--- src/rtl/pipeline_hazard_ctrl.sv ---
// Hazard and sequencing control for the 5-stage CPU: tracks EX/MEM destinations,
// selects ID operand forwarding, raises load-use/branch stalls and redirects the PC.
module pipeline_hazard_ctrl #(
    parameter int unsigned CNT_W = 16
) (
    input  logic             clk,
    input  logic             rst,
    input  logic [5:0]       id_op,
    input  logic [4:0]       id_rs,
    input  logic [4:0]       id_rt,
    input  logic [4:0]       id_rn,
    input  logic             id_wreg,
    input  logic             id_m2reg,
    input  logic             rsrtequ,
    input  logic             clr_cnt,
    output logic             wpcir,
    output logic             ex_bubble,
    output logic             flush_ifid,
    output logic [1:0]       pcsource,
    output logic [1:0]       fwda,
    output logic [1:0]       fwdb,
    output logic [CNT_W-1:0] stall_cnt,
    output logic [CNT_W-1:0] flush_cnt
);

    typedef enum logic [5:0] {
        OP_RTYPE0 = 6'b000000,
        OP_RTYPE1 = 6'b000001,
        OP_SHIFT  = 6'b000010,
        OP_ADDI   = 6'b000101,
        OP_ANDI   = 6'b001001,
        OP_ORI    = 6'b001010,
        OP_XORI   = 6'b001100,
        OP_LW     = 6'b001101,
        OP_SW     = 6'b001110,
        OP_BEQ    = 6'b001111,
        OP_BNE    = 6'b010000,
        OP_J      = 6'b010010
    } opcode_e;

    typedef enum logic [1:0] {
        FWD_RF   = 2'b00,
        FWD_EX   = 2'b01,
        FWD_MEM  = 2'b10,
        FWD_LOAD = 2'b11
    } fwd_e;

    typedef enum logic [1:0] {
        PC_SEQ    = 2'b00,
        PC_BRANCH = 2'b01,
        PC_JUMP   = 2'b10
    } pcsrc_e;

    logic             ex_v_q, ex_v_d;
    logic             ex_wreg_q, ex_wreg_d;
    logic             ex_m2reg_q, ex_m2reg_d;
    logic [4:0]       ex_rn_q, ex_rn_d;
    logic             mem_v_q, mem_v_d;
    logic             mem_wreg_q, mem_wreg_d;
    logic             mem_m2reg_q, mem_m2reg_d;
    logic [4:0]       mem_rn_q, mem_rn_d;
    logic             id_kill_q, id_kill_d;
    logic [CNT_W-1:0] stall_cnt_q, stall_cnt_d;
    logic [CNT_W-1:0] flush_cnt_q, flush_cnt_d;

    logic legal, uses_rs, uses_rt, is_beq, is_bne, is_j;
    logic id_valid, stall, redirect;
    logic ex_hit_rs, ex_hit_rt, mem_hit_rs, mem_hit_rt;

    always_comb begin
        legal   = 1'b1;
        uses_rs = 1'b0;
        uses_rt = 1'b0;
        is_beq  = 1'b0;
        is_bne  = 1'b0;
        is_j    = 1'b0;
        case (id_op)
            OP_RTYPE0, OP_RTYPE1: begin
                uses_rs = 1'b1;
                uses_rt = 1'b1;
            end
            OP_SHIFT: uses_rt = 1'b1;
            OP_ADDI, OP_ANDI, OP_ORI, OP_XORI, OP_LW: uses_rs = 1'b1;
            OP_SW: begin
                uses_rs = 1'b1;
                uses_rt = 1'b1;
            end
            OP_BEQ: begin
                uses_rs = 1'b1;
                uses_rt = 1'b1;
                is_beq  = 1'b1;
            end
            OP_BNE: begin
                uses_rs = 1'b1;
                uses_rt = 1'b1;
                is_bne  = 1'b1;
            end
            OP_J:    is_j  = 1'b1;
            default: legal = 1'b0;
        endcase
    end

    // Register 0 is hardwired, so a producer targeting it never matches.
    assign ex_hit_rs  = ex_v_q  & ex_wreg_q  & (ex_rn_q  != '0) & (ex_rn_q  == id_rs);
    assign ex_hit_rt  = ex_v_q  & ex_wreg_q  & (ex_rn_q  != '0) & (ex_rn_q  == id_rt);
    assign mem_hit_rs = mem_v_q & mem_wreg_q & (mem_rn_q != '0) & (mem_rn_q == id_rs);
    assign mem_hit_rt = mem_v_q & mem_wreg_q & (mem_rn_q != '0) & (mem_rn_q == id_rt);

    function automatic logic [1:0] fwd_sel(input logic used, input logic ex_hit,
                                           input logic ex_load, input logic mem_hit,
                                           input logic mem_load);
        logic [1:0] sel;
        sel = FWD_RF;
        if (used) begin
            if (ex_hit && !ex_load)
                sel = FWD_EX;
            else if (mem_hit)
                sel = mem_load ? FWD_LOAD : FWD_MEM;
        end
        return sel;
    endfunction

    always_comb begin
        id_valid = legal & ~id_kill_q;
        stall = id_valid &
                ((ex_m2reg_q & ((uses_rs & ex_hit_rs) | (uses_rt & ex_hit_rt))) |
                 ((is_beq | is_bne) & (ex_hit_rs | ex_hit_rt)));
        redirect = id_valid & ~stall &
                   ((is_beq & rsrtequ) | (is_bne & ~rsrtequ) | is_j);

        wpcir      = ~stall;
        ex_bubble  = stall;
        flush_ifid = redirect;
        pcsource   = PC_SEQ;
        if (redirect)
            pcsource = is_j ? PC_JUMP : PC_BRANCH;

        fwda = fwd_sel(id_valid & uses_rs, ex_hit_rs, ex_m2reg_q, mem_hit_rs, mem_m2reg_q);
        fwdb = fwd_sel(id_valid & uses_rt, ex_hit_rt, ex_m2reg_q, mem_hit_rt, mem_m2reg_q);
    end

    always_comb begin
        ex_v_d      = id_valid & ~stall;
        ex_wreg_d   = id_wreg;
        ex_m2reg_d  = id_m2reg;
        ex_rn_d     = id_rn;
        mem_v_d     = ex_v_q;
        mem_wreg_d  = ex_wreg_q;
        mem_m2reg_d = ex_m2reg_q;
        mem_rn_d    = ex_rn_q;
        id_kill_d   = redirect;

        stall_cnt_d = stall_cnt_q;
        flush_cnt_d = flush_cnt_q;
        if (clr_cnt) begin
            stall_cnt_d = '0;
            flush_cnt_d = '0;
        end else begin
            if (stall && (stall_cnt_q != '1))
                stall_cnt_d = stall_cnt_q + CNT_W'(1);
            if (redirect && (flush_cnt_q != '1))
                flush_cnt_d = flush_cnt_q + CNT_W'(1);
        end
    end

    always_ff @(posedge clk or posedge rst) begin
        if (rst) begin
            ex_v_q      <= 1'b0;
            ex_wreg_q   <= 1'b0;
            ex_m2reg_q  <= 1'b0;
            ex_rn_q     <= '0;
            mem_v_q     <= 1'b0;
            mem_wreg_q  <= 1'b0;
            mem_m2reg_q <= 1'b0;
            mem_rn_q    <= '0;
            id_kill_q   <= 1'b0;
            stall_cnt_q <= '0;
            flush_cnt_q <= '0;
        end else begin
            ex_v_q      <= ex_v_d;
            ex_wreg_q   <= ex_wreg_d;
            ex_m2reg_q  <= ex_m2reg_d;
            ex_rn_q     <= ex_rn_d;
            mem_v_q     <= mem_v_d;
            mem_wreg_q  <= mem_wreg_d;
            mem_m2reg_q <= mem_m2reg_d;
            mem_rn_q    <= mem_rn_d;
            id_kill_q   <= id_kill_d;
            stall_cnt_q <= stall_cnt_d;
            flush_cnt_q <= flush_cnt_d;
        end
    end

    assign stall_cnt = stall_cnt_q;
    assign flush_cnt = flush_cnt_q;

endmodule

--- config.mk ---
export PLATFORM = sky130hd
export DESIGN_NAME = pipeline_hazard_ctrl
export DESIGN_NICKNAME = d
export VERILOG_FILES = /design/src/rtl/pipeline_hazard_ctrl.sv
export SDC_FILE = /design/constraint.sdc
export NUM_CORES = 1
export LEC_CHECK = 0
export CORE_MARGIN = 4
export CORE_UTILIZATION = 35
export CTS_CLUSTER_SIZE = 28
export DETAILED_ROUTE_END_ITERATION = 10
export GPL_ROUTABILITY_DRIVEN = 0
export SLEW_MARGIN = 20
export SYNTH_ARGS = -nofsm -noshare
export SYNTH_HDL_FRONTEND = slang
export SYNTH_SLANG_ARGS = --single-unit
--- constraint.sdc ---
create_clock -name clk -period 2.4 [get_ports clk]
set_clock_uncertainty 0.05 [all_clocks]
set_input_delay 0.36 -clock clk [delete_from_list [all_inputs] [get_ports clk]]
set_output_delay 0.36 -clock clk [all_outputs]
set_load 0.01 [all_outputs]
# == Yosys cells after proc, flatten, opt, wreduce, memory -nomap -nowiden ==
# Index checks and enable logic that the tools add are counted.
# classes
order_cmp,0
n_reduce_logical,13
n_eq_ne,17
multipliers,0
div_mod_pow,0
n_mux,19
add_sub_neg,2
n_bitwise,29
shifts,0
# op_table
op,n
16-bit 2-to-1 mux,4
6-bit by 4-bit == test with 1-bit output (second input constant),6
16-bit by 1-bit adder with 16-bit output (second input constant),2
16-bit != test (second input constant),2
1-bit AND,20
5-bit == test,4
2-bit 2-to-1 mux,8
6-bit by 5-bit == test with 1-bit output (second input constant),2
12-bit OR reduction,1
5-bit nonzero test,2
10-bit OR reduction,1
1-bit 2-to-1 mux,7
6-bit by 1-bit == test with 1-bit output (second input constant),1
6-bit by 2-bit == test with 1-bit output (second input constant),1
6-bit by 3-bit == test with 1-bit output (second input constant),1
6-bit logical NOT,1
1-bit bitwise OR,6
6-bit OR reduction,1
1-bit logical AND,4
2-bit nonzero test,2
1-bit NOT,3
1-bit logical NOT,1
# totals
inputBits,27
mem_count,0
out_inout_bits,41
romBits,0
latchBits,0
ff_bits,49
ram_bits,0

# == Logic depth before layout (Yosys ltp) ==
# depth
word_depth,14
mapped_depth,8
ltp_nobuf,7

# == Worst setup path before layout ==
# Ideal clock, no wire load.
# synth_timing
kind,register to output
from,reg ex_rn_q[1]
to,out pcsource[0]
required_ns,1.990
path_stages_with_launch,7
path_buffers,1
setup_slack_ns,-0.378
t_arrival_ns,2.368
cell_sequence,dfrtp_1 -> or4_4 -> o21ai_0 -> a2111oi_4 -> clkbuf_1 -> nor3b_1 -> o31a_1
# synth_between
elab_chain_len,12
# synth_lines
element,line_no,source
from (decl),57,"logic [4:0] ex_rn_q, ex_rn_d;"
from (signal assigned),183,ex_rn_q <= ex_rn_d;
5-bit nonzero test,"104, 105",
1-bit AND,"104, 105",
"1-bit AND, on equally long branches","104, 105",
1-bit AND,126,((ex_m2reg_q & ((uses_rs & ex_hit_rs) | (uses_rt & ex_hit_rt))) |
1-bit bitwise OR,126,
1-bit AND,126,
1-bit bitwise OR (*),126,
1-bit AND (*),125,stall = id_valid &
1-bit NOT (*),128,redirect = id_valid & ~stall &
1-bit AND (*) (2 in series),128,
via flush_ifid,18,"output logic flush_ifid,"
2-bit 2-to-1 mux (*),135,if (redirect)
to (decl),19,"output logic [1:0] pcsource,"
# Mark *: on every way through the listed nets, which the timed path passes. The rest lies on a longest branch.

# == Final worst setup path ==
# layout_timing
from,reg ex_rn_q[3]
to,out pcsource[1]
# layout_between
elab_chain_len,12
# layout_lines
element,line_no,source
5-bit nonzero test,"104, 105",
1-bit AND,"104, 105",
"1-bit AND, on equally long branches","104, 105",
1-bit AND,126,
1-bit bitwise OR,126,
1-bit AND,126,
1-bit bitwise OR (*),126,
1-bit AND (*),125,
1-bit NOT (*),-,
1-bit AND (*),-,
via ex_v_d,54,"logic ex_v_q, ex_v_d;"
1-bit AND (*),128,
2-bit 2-to-1 mux (*),135,
# Marked as above.

==> results.cfg <==
[yosys]
syn-cell-area_mm2 = 0.00269
syn_avg_cell_area_um2 = 9.56
ys_types = 48
synth_edf_count = 0
ys_async_sr_fraction = 1.00
synth_flop_cell = dfrtp_1
ys_seq_elements = 49
yosysWarnings = 0
synth_cells = 281
seq_area_frac_synth = 0.456
syn-num-nets = 310

[status]
status = finished with violations
failed_checks = negative setup slack

[setup_path]
crit_path_top_delay_cell = or4_4
crit_buf_inv = 2
start_kind = flop
critical_path_class = flop to output port
rr_endpoint = stall_cnt[11]
path_delay_family = simple AND/OR/NAND/NOR gates
path_max_fanout = 3
endpoint_kind = output port
required_ns = 1.99
ff2ff_setup_slack_ns = -0.29
crit_chain = or4_4, o211a_1, nand4_1, o31ai_2, buf_4, nor3_4, nor4b_4, buf_2
crit_path_max_incr_delay_ns = 0.57
worstPathArrival_ns = 2.36
rr_startpoint = ex_rn_q[4]
critPathLaunch = ex_rn_q[3]
reg2regPathDepth = 10

[finish]
drive_gt1_frac = 0.287
final_cell_mix = clkdlybuf4s50_1, dfrtp_1, buf_4
synthToLayoutAreaGrowth_pct = 60.1
stdcell_area_mm2 = 0.00430
fillers = 652
num_antenna_cells = 0
fin_nets = 432
layout_commonest_cell = clkdlybuf4s50_1

[floorplan]
core_area_mm2 = 0.00737
initial_utilization = 0.365
ios = 68
dieWidth_um = 95.6
rows = 31
die_area_mm2 = 0.00915
die_h_um = 95.6

[clocking]
clockBufferDepth = 2
htreeDepth = 2
clock_latency_ns = 0.30
cts.clk_slew.worst_paths_ns = 0.08
cts_buffers = 5
cts_tree = yes
clockRootBuffer = clkbuf_8
clock_sinks = 49

[drt]
dr.pass1.iters = 4
vias = 2536
drtIter0Drc = 116
drc = 0
finalWirelength_um = 7760
via_per_inst = 5.04
wire_per_inst_um = 15.4
antenna_left = 0

[placed_design]
placed_area_mm2 = 0.00379
dp_hpwl_um = 5280
io_buffers = 67

[pwr]
p_leak_uw = 0.00172
ir_worst_vdd_mv = 0.209
power_uw = 1560
p_per_area_mw_per_mm2 = 362

[sta]
period_needed_ns = 2.77
worstMarginPinSlew_ns = 0.564
fin_crit_sh = 1.16
rsz0062_at_grt = true
max_freq_mhz = 360
fin_ws_ns = -0.374
final_max_slew_viol_count = 0
hold_violations = 0
holdWs_ns = 0.328
setup_viol = 30
slew-limit-headroom = 0.624

[run]
cap_violations = 0

[global_route]
grt_usage = 0.175
grt_max_degree = 27
antenna_found_initial = 0
grt_pass1_wl_um = 12600
grt_pass1_vias = 2516
grt-ovfl-total = 0

[hold_path]
hold_class = flop to flop
hold_end = mem_v_q
worstHoldStart = ex_v_q
hold_depth = 0
## logic make-up after synthesis
kind of cell               count (synthesis)  synth area share
AOI/OAI and AO/OA                         37             0.100
xor gates and xnor gates                  41             0.134
adders and majority gates                  3            0.0130
buffers and inverters                     15            0.0219
DFF                                       49             0.456
muxes                                      3            0.0121
and+or+nand+nor                          133             0.263
## registers in the layout, summed over array words and instances, names as in the netlist
register     cells
ex_m2reg_q       1
ex_rn_q          5
ex_v_q           1
ex_wreg_q        1
flush_cnt       16
id_kill_q        1
mem_m2reg_q      1
mem_rn_q         5
mem_v_q          1
mem_wreg_q       1
stall_cnt       16
## how the worst max path moves through the flow
stage / end / cells past startpoint / slack [ns]
3_3_place_gp: pcsource[1] / 9 / -0.75
6_report: pcsource[1] / 8 / -0.37
4_1_cts: pcsource[1] / 8 / -0.39
3_5_place_dp: pcsource[1] / 9 / -0.81
5_1_grt: pcsource[1] / 8 / -0.46
2_1_floorplan: ex_bubble / 8 / -0.05
## cell usage after synthesis (2+ instances only)
| master | number | share of area |
|---|---|---|
| clkbuf_1 | 6 | 0.0084 |
| nand4_1 | 8 | 0.019 |
| nand2_1 | 14 | 0.020 |
| xnor2_1 | 22 | 0.072 |
| nor4_1 | 11 | 0.026 |
| o31ai_1 | 3 | 0.0084 |
| o311a_1 | 2 | 0.0074 |
| inv_1 | 6 | 0.0084 |
| and3_1 | 5 | 0.012 |
| mux2_2 | 2 | 0.0084 |
| nand3_1 | 15 | 0.028 |
| ha_1 | 2 | 0.0093 |
| dfrtp_1 | 49 | 0.46 |
| nor2b_1 | 4 | 0.0093 |
| or3_1 | 6 | 0.014 |
| o21ai_0 | 10 | 0.019 |
| o211ai_1 | 2 | 0.0056 |
| nand3b_1 | 2 | 0.0056 |
| or4_1 | 3 | 0.0084 |
| nor3b_1 | 2 | 0.0056 |
| nor2_1 | 34 | 0.047 |
| buf_2 | 2 | 0.0037 |
| a21o_1 | 2 | 0.0056 |
| nor4b_1 | 4 | 0.013 |
| nand2b_1 | 2 | 0.0047 |
| nor3_1 | 15 | 0.028 |
| xor2_1 | 19 | 0.062 |
| a21oi_1 | 9 | 0.017 |
## report_power, final
part	switching (uW)	internal, uW	total, uW
clock network	270	208	478
registers	10.0	839	849
logic	109	119	229
total	390	1170	1560
## repair_timing
| action | in CTS | in global routing |
|---|---|---|
| setup endpoints to repair | 41 | 41 |
| buffers inserted | 6 | 7 |
| hold buffers | 0 | 0 |
| pin swaps | 11 | 20 |
| resized for setup | 74 | 41 |
| cloned | 2 | 1 |
## cell type report
type,instances,area [um^2],area share
clock buffer,8,80.1,0.0186
tap,99,124,0.0288
multi-input combinational,217,1680,0.391
timing repair buffer,124,1170,0.271
inverter,6,22.5,0.00524
sequential,49,1230,0.285
## metal layers
| metal | track usage | wire length [um] |
|---|---|---|
| met2 | 0.285 | 3760 |
| met1 | 0.243 | 3680 |
| met4 | 0.0462 | 39 |
| met5 | 0 | 0 |
| met3 | 0.0245 | 270 |
## metrics by stage
step	TNS [ns]	cells	utilization	worst slack (ns)
CTS	-6.11	496	0.556	-0.389
global placement	-20.33	480	0.514	-0.754
finish	-4.94	503	0.584	-0.374
global route	-9.17	503	0.584	-0.458
detailed placement	-21.95	480	0.514	-0.806
floorplan	-0.125	281	-	-0.0478
## worst reg2reg max path, delay by kind of cell, from the launching register on
kind            cells  cell delay, ns
flops               1            0.40
simple gates        3            0.91
buf+inv             3            0.49
compound gates      3            0.64
xor+xnor            1            0.14
No activity file was read; power rests on OpenSTA's default activity.
==> variant: new RTL, same settings <==
Change the parameter `CNT_W` from 16 to 32.
--- a/src/rtl/pipeline_hazard_ctrl.sv
+++ b/src/rtl/pipeline_hazard_ctrl.sv
@@ -2,5 +2,5 @@
 // selects ID operand forwarding, raises load-use/branch stalls and redirects the PC.
 module pipeline_hazard_ctrl #(
-    parameter int unsigned CNT_W = 16
+    parameter int unsigned CNT_W = 32
 ) (
     input  logic             clk,
Interface: changed (resized flush_cnt and stall_cnt); port bits go from 68 to 100. The function was not compared with the original's and may differ.
==> variant against the unedited design <==
The run still ends with negative setup slack left. Area after synthesis rose by 73%. Setup slack gained 0.031 ns. Design area increased by 67%. Wire length rose by 78%. Global-route usage grew 1.3 points. Power increased by 92%. Sequential cell count grew 32. Hold slack better by 0.021 ns. Non-clock buffer count rose by 57. Largest power group unchanged.
==> variant: results (changes against the unedited design) <==
metric	value	unit	change
# setup viols final	59		+97%
Worst Setup Slack, final	-0.343	ns	+0.0310 ns
clock-pin slew on the worst setup and hold paths	0.06	ns	-0.02 ns
CTS root buf	clkbuf_16		
Finished Layout Cells	860		+71%
complex-gate fraction of the synthesized area	0.112		+0.0119
failing checks	negative setup slack		
Synth area leaders	dfrtp_1 (44%), mux2_2 (4.6%), nor2_1 (4.2%)		
cell internal pwr	2.27	mW	+94%
DP Area	0.00635	mm^2	+68%
reg-to-reg startpoint	ex_rn_q[1]		
HPWL after detailed placement	9.38	mm	+78%
Gate Count Post-Synth	515		+83%
post-synthesis net count	544		+75%
worst path arrival time	2.96	ns	+0.60 ns
nets	712		+65%
first-pass GRT wire length	22.6	mm	+80%
xor-xnor portion of the synthesized cell area	0.0584		-0.0752
Peak VDD IR	0.267	mV	+28%
port bufs	99		+48%
synth unique cells	47		-2.1%
worst reg-to-reg path cell count	9		-1
outcome	finished with violations		
leakage power	2.92	nW	+70%
setup TNS	-10.23	ns	-5.29 ns
worst-margin pin slew	0.614	ns	+0.0508 ns
Post-synth top cells	dfrtp_1 (81), nor2_1 (52), a21oi_1 (37)		
WHS	0.349	ns	+0.0210 ns
reg2reg end	flush_cnt[21]		
met1 Resource Use GR	0.251		+0.00819
layout cell share with drive strength beyond 1	0.279		-0.00806
largest net degree at the start of global routing	85		+210%
H-tree Lvls	3		+1
pre-CTS setup slack	-0.855	ns	-0.0492 ns
final wirelength	13.8	mm	+78%
number of global-route vias before repair	4563		+81%
gr usage total	0.187		+0.0126
## variant: worst max path at each step
stage / slack [ns] / start / to
after floorplan: -0.29 / ex_rn_q[1] / flush_cnt[29]
after global placement: -0.81 / id_op[4] / ex_bubble
after global routing: -0.44 / ex_rn_q[1] / flush_cnt[21]
after CTS: -0.37 / ex_rn_q[1] / flush_cnt[21]
final: -0.34 / ex_rn_q[1] / flush_cnt[21]
after detailed placement: -0.86 / id_op[4] / ex_bubble
## variant: logic make-up (layout without fill, tap and decap cells)
family,Yosys count,after routing
adders and majority gates,3,3
DFF,81,81
AOI/OAI and AO/OA,85,85
xor gates and xnor gates,31,31
muxes,21,21
buffers and inverters,38,210
and+or+nand+nor,256,257
## variant: layout make-up
type	instances	area [um^2]
Tap cell	172	215
Sequential cell	81	2030
Timing Repair Buffer	181	1670
Inverter	13	52.6
Multi-Input combinational cell	397	2950
Fill cell	1144	5640
Clock buffer	13	260
Clock inverter	3	15.0
## variant: routing by layer
layer | up-vias | part of all wire
li1 | 2234 | -
met1 | 2253 | 0.46
met2 | 97 | 0.47
met3 | 26 | 0.037
met4 | 0 | 0.025
met5 | - | 0
## variant: power by group through the flow
stage          Sequential [mW]  Combinational, mW  Clock [mW]
2_1_floorplan             1.42              0.114           0
3_3_place_gp              1.41              0.253           0
3_5_place_dp              1.42              0.257           0
4_1_cts                   1.39              0.278        1.34
5_1_grt                   1.39              0.317        1.38
6_report                  1.39              0.291        1.30
## variant: what timing repair did
action,in CTS,in global routing
pin swaps,26,22
setup endpoints to repair,71,73
setup buffers,9,3
gates cloned,1,0
resized for setup,109,29
## variant: critical path: stages (launching register included)
cell      delay [ns]
dfrtp_1         0.37
or4_4           0.54
o211ai_2        0.17
or2_4           0.16
a211oi_4        0.05
buf_6           0.13
or4b_4          0.54
buf_12          0.17
or3_4           0.36
a21oi_2         0.11
